File: config.mk
export PLATFORM = sky130hd
export DESIGN_NAME = immgen_pipe
export DESIGN_NICKNAME = d
export VERILOG_FILES = /design/src/rtl/immgen_pipe.sv
export SDC_FILE = /design/constraint.sdc
export NUM_CORES = 1
export LEC_CHECK = 0
export CORE_UTILIZATION = 30
export DETAILED_ROUTE_END_ITERATION = 10
export PLACE_DENSITY = 0.56
export SLEW_MARGIN = 20
export SYNTH_ARGS = -nofsm -noshare
export SYNTH_HDL_FRONTEND = slang
export SYNTH_SLANG_ARGS = --single-unit
File: constraint.sdc
create_clock -name clk -period 2.53 [get_ports clk]
set_input_delay 0.506 -clock clk [delete_from_list [all_inputs] [get_ports clk]]
set_output_delay 0.506 -clock clk [all_outputs]
set_load 0.02 [all_outputs]
File: src/rtl/immgen_pipe.sv
// immgen_pipe: pipelined RISC-V immediate generator for the decode stage.
// Each accepted instruction is decoded combinationally and written into a
// DEPTH-entry output FIFO. Every entry holds the sign-extended immediate, a
// one-hot format tag and an illegal flag. Illegal encodings are queued in
// order, with a zero immediate and a zero tag, and they are counted in a
// saturating debug counter.
//
// Ports:
//   clk, rst_n      clock; asynchronous active-low reset
//   in_valid/ready  input handshake for in_inst (32-bit instruction word)
//   out_valid/ready output handshake for the FIFO head
//   out_imm         XLEN immediate (zero-extended shamt for shifts)
//   out_type        one-hot {J,U,B,S,SH,I}; zero when illegal
//   out_illegal     head entry was an unsupported or illegal encoding
//   illegal_cnt     saturating count of accepted illegal words
module immgen_pipe #(
  parameter int unsigned XLEN  = 32,
  parameter int unsigned DEPTH = 2,
  parameter int unsigned CNT_W = 16
) (
  input  logic             clk,
  input  logic             rst_n,
  input  logic             in_valid,
  output logic             in_ready,
  input  logic [31:0]      in_inst,
  output logic             out_valid,
  input  logic             out_ready,
  output logic [XLEN-1:0]  out_imm,
  output logic [5:0]       out_type,
  output logic             out_illegal,
  output logic [CNT_W-1:0] illegal_cnt
);

  localparam int unsigned   PW   = $clog2(DEPTH);
  localparam int unsigned   CW   = $clog2(DEPTH + 1);
  localparam logic [CW-1:0] FULL = CW'(DEPTH);

  localparam logic [5:0] T_J  = 6'b100000;
  localparam logic [5:0] T_U  = 6'b010000;
  localparam logic [5:0] T_B  = 6'b001000;
  localparam logic [5:0] T_S  = 6'b000100;
  localparam logic [5:0] T_SH = 6'b000010;
  localparam logic [5:0] T_I  = 6'b000001;

  localparam logic [6:0] OP_IMM    = 7'b0010011;
  localparam logic [6:0] OP_LOAD   = 7'b0000011;
  localparam logic [6:0] OP_JALR   = 7'b1100111;
  localparam logic [6:0] OP_IMM_32 = 7'b0011011;
  localparam logic [6:0] OP_STORE  = 7'b0100011;
  localparam logic [6:0] OP_BRANCH = 7'b1100011;
  localparam logic [6:0] OP_LUI    = 7'b0110111;
  localparam logic [6:0] OP_AUIPC  = 7'b0010111;
  localparam logic [6:0] OP_JAL    = 7'b1101111;

  // Sign-extends a 32-bit value to XLEN bits. The widening is done with a
  // fill-then-overwrite so that XLEN=32 needs no zero-width replication.
  function automatic logic [XLEN-1:0] sext32(input logic [31:0] v);
    logic [XLEN-1:0] r;
    r       = {XLEN{v[31]}};
    r[31:0] = v;
    return r;
  endfunction

  logic [6:0]      opcode;
  logic [2:0]      funct3;
  logic [XLEN-1:0] dec_imm;
  logic [5:0]      dec_type;
  logic            dec_ill;
  logic [31:0]     i_imm;

  assign opcode = in_inst[6:0];
  assign funct3 = in_inst[14:12];
  assign i_imm  = {{20{in_inst[31]}}, in_inst[31:20]};

  always_comb begin
    dec_imm  = '0;
    dec_type = '0;
    dec_ill  = 1'b0;
    case (opcode)
      OP_IMM: begin
        if (funct3 == 3'b001 || funct3 == 3'b101) begin
          dec_type = T_SH;
          if (XLEN == 32) begin
            dec_imm[4:0] = in_inst[24:20];
            if (in_inst[25]) dec_ill = 1'b1;
          end else begin
            dec_imm[5:0] = in_inst[25:20];
          end
          if (funct3 == 3'b001 && in_inst[31:26] != 6'b000000) dec_ill = 1'b1;
          if (funct3 == 3'b101 && in_inst[31:26] != 6'b000000 &&
              in_inst[31:26] != 6'b010000) dec_ill = 1'b1;
        end else begin
          dec_type = T_I;
          dec_imm  = sext32(i_imm);
        end
      end
      OP_LOAD: begin
        dec_type = T_I;
        dec_imm  = sext32(i_imm);
      end
      OP_JALR: begin
        dec_type = T_I;
        dec_imm  = sext32(i_imm);
        if (funct3 != 3'b000) dec_ill = 1'b1;
      end
      OP_IMM_32: begin
        if (XLEN == 32) begin
          dec_ill = 1'b1;
        end else if (funct3 == 3'b001 || funct3 == 3'b101) begin
          dec_type     = T_SH;
          dec_imm[4:0] = in_inst[24:20];
          if (in_inst[25]) dec_ill = 1'b1;
        end else if (funct3 == 3'b000) begin
          dec_type = T_I;
          dec_imm  = sext32(i_imm);
        end else begin
          dec_ill = 1'b1;
        end
      end
      OP_STORE: begin
        dec_type = T_S;
        dec_imm  = sext32({{20{in_inst[31]}}, in_inst[31:25], in_inst[11:7]});
      end
      OP_BRANCH: begin
        dec_type = T_B;
        dec_imm  = sext32({{19{in_inst[31]}}, in_inst[31], in_inst[7],
                           in_inst[30:25], in_inst[11:8], 1'b0});
        if (funct3 == 3'b010 || funct3 == 3'b011) dec_ill = 1'b1;
      end
      OP_LUI, OP_AUIPC: begin
        dec_type = T_U;
        dec_imm  = sext32({in_inst[31:12], 12'b0});
      end
      OP_JAL: begin
        dec_type = T_J;
        dec_imm  = sext32({{11{in_inst[31]}}, in_inst[31], in_inst[19:12],
                           in_inst[20], in_inst[30:21], 1'b0});
      end
      default: dec_ill = 1'b1;
    endcase
    // Illegal entries carry no immediate and no format tag.
    if (dec_ill) begin
      dec_imm  = '0;
      dec_type = '0;
    end
  end

  logic [XLEN-1:0]  imm_mem_q  [DEPTH];
  logic [XLEN-1:0]  imm_mem_d  [DEPTH];
  logic [5:0]       type_mem_q [DEPTH];
  logic [5:0]       type_mem_d [DEPTH];
  logic             ill_mem_q  [DEPTH];
  logic             ill_mem_d  [DEPTH];
  logic [PW-1:0]    wr_ptr_q, wr_ptr_d;
  logic [PW-1:0]    rd_ptr_q, rd_ptr_d;
  logic [CW-1:0]    cnt_q, cnt_d;
  logic             in_ready_q, in_ready_d;
  logic [CNT_W-1:0] ill_cnt_q, ill_cnt_d;
  logic             push, pop;

  assign push = in_valid && in_ready_q;
  assign pop  = (cnt_q != '0) && out_ready;

  always_comb begin
    imm_mem_d  = imm_mem_q;
    type_mem_d = type_mem_q;
    ill_mem_d  = ill_mem_q;
    wr_ptr_d   = wr_ptr_q;
    rd_ptr_d   = rd_ptr_q;
    cnt_d      = cnt_q;
    ill_cnt_d  = ill_cnt_q;
    if (push) begin
      imm_mem_d[wr_ptr_q]  = dec_imm;
      type_mem_d[wr_ptr_q] = dec_type;
      ill_mem_d[wr_ptr_q]  = dec_ill;
      wr_ptr_d             = wr_ptr_q + PW'(1);
      if (dec_ill && ill_cnt_q != '1) ill_cnt_d = ill_cnt_q + CNT_W'(1);
    end
    if (pop) rd_ptr_d = rd_ptr_q + PW'(1);
    case ({push, pop})
      2'b10:   cnt_d = cnt_q + CW'(1);
      2'b01:   cnt_d = cnt_q - CW'(1);
      default: cnt_d = cnt_q;
    endcase
    // Registered ready: reflects occupancy after this edge, so a pop can
    // never open the input in the same cycle it happens.
    in_ready_d = (cnt_d != FULL);
  end

  always_ff @(posedge clk or negedge rst_n) begin
    if (!rst_n) begin
      imm_mem_q  <= '{default: '0};
      type_mem_q <= '{default: '0};
      ill_mem_q  <= '{default: '0};
      wr_ptr_q   <= '0;
      rd_ptr_q   <= '0;
      cnt_q      <= '0;
      in_ready_q <= 1'b0;
      ill_cnt_q  <= '0;
    end else begin
      imm_mem_q  <= imm_mem_d;
      type_mem_q <= type_mem_d;
      ill_mem_q  <= ill_mem_d;
      wr_ptr_q   <= wr_ptr_d;
      rd_ptr_q   <= rd_ptr_d;
      cnt_q      <= cnt_d;
      in_ready_q <= in_ready_d;
      ill_cnt_q  <= ill_cnt_d;
    end
  end

  assign in_ready    = in_ready_q;
  assign out_valid   = (cnt_q != '0);
  assign out_imm     = imm_mem_q[rd_ptr_q];
  assign out_type    = type_mem_q[rd_ptr_q];
  assign out_illegal = ill_mem_q[rd_ptr_q];
  assign illegal_cnt = ill_cnt_q;

endmodule
Word level (Yosys, flattened, before mapping)
Cells that the tools add are included. Widths: inputs -> output; s select.

Flip-flop bits (word level): 99. Latch bits: 0. RAM bits: 0. Bits in read-only memories: 0. Input port bits: 36. Output and inout bits: 57. Word-level logic and storage cells: 87. Memories: 0.

Add/sub/neg operators: 5. Multipliers: 0. Divide/modulo/power cells: 0. Magnitude comparators: 3. Equality and inequality tests: 17. Shifts and indexed selects: 0. Muxes and demuxes: 33. Bitwise logic cells: 2. Reductions and logical operators: 16.

Operator list (number): $pmux 32 s6 (1); $mux 32 (5); $bwmux 64 (1); $mux 6 (6); $pmux 6 s6 (1); $demux 32 s1 (1); $mux 26 (1); $eq 7x7->1 const B (3); $add 16x1->16 const B (1); $ne 16x16->1 const B (1); $eq 7x5->1 const B (2); $eq 7x6->1 const B (2); $bwmux 12 (1); $mux 1 (10); $eq 7x2->1 const B (1); $logic_and 1x1->1 (7); $demux 6 s1 (1); $eq 3x2->1 const B (2); $ne 6x5->1 const B (1); $reduce_bool 6->1 (1); $reduce_or 5->1 (1); $ge 2x2->1 const B (2); $not 1->2 (2); $pmux 1 s4 (1); other kinds (18) (21).

Depth between registers and ports, before layout
Word-level depth: 8. Depth in mapped cells: 9. Depth with buffers taken out: 7.

Worst setup path after synthesis
OpenSTA, ideal clock, no wires.

Path type: input port to flip-flop. Start point: input port in_inst[27]. End point: register ill_cnt_q[1], in the netlist illegal_cnt[1]. Setup time: 128 ps. Arrival: 2451 ps. Data required time: 2402 ps. Setup slack: -48 ps. Stages: 7. Path buffers: 1. Path through: or4_4 a2111oi_4 o32ai_2 or3_1 buf_6 nand3_1 mux2_1.

Cells in the longest elaborated chain, start to end: 8. Elaborated cells on any way between the ends: 11. Those cells by class: eq/ne (1); mux (4); reduce/logical (6).

Ends and longest elaborated chain: from (decl) (line 25) `input logic [31:0] in_inst,`; $reduce_bool 6->1 (line 89, 90); $logic_and 1x1->1 (on tied branches) (line 89, 90); $mux 1 or $logic_and 1x1->1 (tied branches) (line 89, 90); $mux 1 (*) (line 90) `if (funct3 == 3'b101 && in_inst[31:26] != 6'b000000 &&`; $mux 1 (*) (line 81) `if (funct3 == 3'b001 || funct3 == 3'b101) begin`; $pmux 1 s4 (*) (line 79) `case (opcode)`; $logic_and 1x1->1 (*) (line 177) `if (dec_ill && ill_cnt_q != '1) ill_cnt_d = ill_cnt_q + CNT_W'(1);`; $reduce_and 2->1 (no line) (*); to (signal assigned) (line 208) `ill_cnt_q <= ill_cnt_d;`; to (decl) (line 158) `logic [CNT_W-1:0] ill_cnt_q, ill_cnt_d;`.

Every way passes the cells marked *; elsewhere a longest branch is shown, timed or not. A chain may end at the register's enable or synchronous reset.

Final worst setup path
Start point: register rd_ptr_q. End point: output port out_imm[29].

Cells in the longest elaborated chain, start to end: 4.

Ends and longest elaborated chain: from (decl) (line 155) `logic [PW-1:0] rd_ptr_q, rd_ptr_d;`; from (signal assigned) (line 205) `rd_ptr_q <= rd_ptr_d;`; $not 1->2 (implied by the code) (line 214) `assign out_imm = imm_mem_q[rd_ptr_q];`; $mux 32 (implied by the code) (3 in series) (line 214); to (decl) (line 28) `output logic [XLEN-1:0] out_imm,`.

No other way between the ends. The select of a mux whose other input is x is not followed.

==> flow_metrics.tcl <==
set metrics [dict create \
    core_mm2 0.0158 \
    synthArstFlopShare_pct 100 \
    synth_edf_count 0 \
    grt_pass1_wl_um 21600 \
    synth_mux_area_share_pct 9.98 \
    place_inst 820 \
    yosys-top-cells-count "112 x nand2_1, 99 x dfrtp_1, 42 x mux2_2" \
    hp-class "primary input to async pin" \
    fillCellCount 1536 \
    clk_latency_ps 350 \
    dieArea_mm2 0.0167 \
    ctsHoldBuffers 0 \
    required_ps 2020 \
    setup_violations 0 \
    grt_use_total_pct 17.0 \
    p_leak_nw 2.94 \
    hold_violations 0 \
    drc_errors 0 \
    rsz0062_at_grt "false" \
    ys_types 42 \
    fin_ws_ps 137 \
    seq_power_share_pct 38.5 \
    grt_pass1_vias 4224 \
    synthFlopType "dfrtp_1" \
    hold_slack_ps 69.9 \
    htreeDepth 3 \
    portBuffers 92 \
    synth_fp_nets 525 \
    final_antenna_net_count 0 \
    yosys_register_bits 99 \
    vias 4082 \
    arrival_ps 1890 \
    ir_worst_vdd_uv 595 \
    maxSlewHeadroom_pct 68.5 \
    fin_util_pct 43.0 \
    outcome "finished clean" \
    switching_share_pct 31.7 \
    worst_pin_slew_ps 468 \
    vias_per_cell 4.88 \
    tns_ps 0 \
    cts_buffer_depth 2 \
    crit_type "flop to primary output" \
    synth_xor_area_share_pct 3.43 \
    drive_above_1_share_pct 22.3 \
    clkPwrFrac_pct 30.1 \
    clock-sinks 99 \
    end_kind "primary output" \
    maxSlewViolCount 0 \
    seq_area_frac_synth_pct 51.1 \
    fmax_mhz 418 \
    die_h_um 129 \
    power.density_mw_per_mm2 730 \
    finalNonFillerCells 836 \
    initial_core_util_pct 30.6 \
    yosys.area_share.adder_pct 0.516 \
    fin_crit_ps 2390 \
    synth_top_family_by_area "simple AND/OR/NAND/NOR gates" \
    cts_setup_buffers 0 \
    place_hpwl_um 9580 \
    combinationalPowerShare_pct 31.4 \
    die_width_um 129 \
    yosysTopAreaCell "dfrtp_1" \
    postRouteWirelength_um 13400 \
    power.switching_mw 1.58 \
    firstDrtPassIters 5 \
    cap_violations 0 \
    synth.avg_cell_area_um2 9.96 \
    synth_area_mm2 0.00485 \
    wire_per_inst_um 16.0 \
    internal_power_mw 3.39 \
    crit_fanout 29 \
    yosysTopAreaCellShare_pct 51.1 \
    synth_compound_area_share_pct 14.4 \
    dp_slack_ps -427 \
    syn_to_final_growth_pct 40.3 \
    drt_iter0_markers 216 \
    fin_skew_ps 4.74 \
    root_buffer "clkbuf_16" \
    grt_antenna_before_repair 0 \
    globalplace.congestion 0.817 \
    cts_tree "built" \
    cts_inserted_buffers 9 \
    period_share_pct 94.6 \
    n_antenna_cell 0 \
    fin_nets 653 \
    synth_top_cells_by_area "dfrtp_1 51%, mux2_2 9.8%, nand2_1 8.7%, o21ai_0 3.6%, o211ai_1 3.4%" \
    synth_cells 487 \
    synth_most_common_cell "nand2_1" \
    num_rows 46 \
    yosys.area_share.simple_pct 17.4 \
    synth_warnings 0 \
    grt-ovfl-total 0 \
    grt_max_degree 58 \
    startpoint_type "flop" \
    clk_pin_slew_ps 60 \
    ioPinCount 93 \
]
-- final cells by class --
cell class                 count  area [µm²]  area share, %
sequential                    99        2480           36.4
multi-input combinational    353        2300           33.8
timing repair buffer         149        1420           20.8
tap                          216         270           3.97
clock buffer                  12         256           3.77
clock inverter                 4        72.6           1.07
inverter                       3        11.3          0.165
-- final timing paths --
kind / start / to / slack, ps / cells after the start
setup reg to reg: illegal_cnt[1] / illegal_cnt[1] / 490 / 6
setup / recovery: rd_ptr_q / out_imm[29] / 140 / 3
max in group asynchronous: rst_n / imm_mem_q[35] / 1760 / 2
hold reg to reg: ill_mem_q[0] / ill_mem_q[0] / 480 / 2
min in group clk: ill_mem_q[0] / ill_mem_q[0] / 480 / 2
hold / removal: rst_n / illegal_cnt[15] / 70 / 1
-- logic make-up after synthesis --
logic type               after synthesis
AND/OR/NAND/NOR                      185
adder cells (fa/ha/maj)                2
flip-flops                            99
buffers and inverters                 35
multiplexers                          43
XOR/XNOR                              19
AO/OA/AOI/OAI                        104
-- timing repair --
action	4_1_cts	5_1_grt
pin swaps	0	5
endpoints found under the setup margin	19	58
gates resized for setup	2	17
-- state kept, by name, indices dropped and copies added (netlist names) --
signal and cells:
in_ready 1, imm_mem_q 64, wr_ptr_q 1, type_mem_q 12
rd_ptr_q 1, illegal_cnt 16, ill_mem_q 2, cnt_q 2
-- power groups by stage --
stage,registers [mW],logic [mW],clock network [mW]
after CTS,1.91,1.55,1.54
final,1.91,1.56,1.49
after global placement,1.93,1.54,0
after global routing,1.94,1.70,1.61
after detailed placement,1.93,1.54,0
after floorplan,1.96,0.831,0
-- cell usage in the layout, fill, tap and decap left out, types with 5 or more instances in the layout --
master / Yosys / final
nor3_1: 6 / 6
buf_4: 0 / 52
nand2_1: 112 / 111
clkdlybuf4s50_1: 0 / 87
o31ai_1: 16 / 10
xor2_1: 7 / 7
mux2_2: 42 / 42
o21ai_0: 35 / 35
clkbuf_16: 0 / 9
and3_1: 5 / 5
nand4_1: 13 / 13
o31ai_2: 0 / 6
a21oi_1: 17 / 16
dfrtp_1: 99 / 98
xnor2_1: 12 / 12
nor2_1: 13 / 13
o211ai_1: 22 / 22
nand3_1: 13 / 12
-- layer usage --
metal	up-vias	global-route usage, %	wire length [µm]
met5	-	0	0
met4	0	4.57	128
met3	10	5.00	802
met2	120	27.6	6370
met1	1977	22.0	6100
li1	1975	-	-
-- worst max-delay path, stage by stage, from the launching register on --
cell             delay, ps
dfrtp_2                390
buf_12                 210
mux2_2                 380
clkdlybuf4s50_1        550
-- per-stage QoR --
| step | instance area [µm²] | power [mW] |
|---|---|---|
| final | 6810 | 4.97 |
| after global routing | 6810 | 5.24 |
| after CTS | 6730 | 5.01 |
| after detailed placement | 6390 | 3.48 |
| after global placement | 6390 | 3.46 |
| after floorplan | 4850 | 2.80 |
Note: power is estimated with default switching activity, not from simulation.
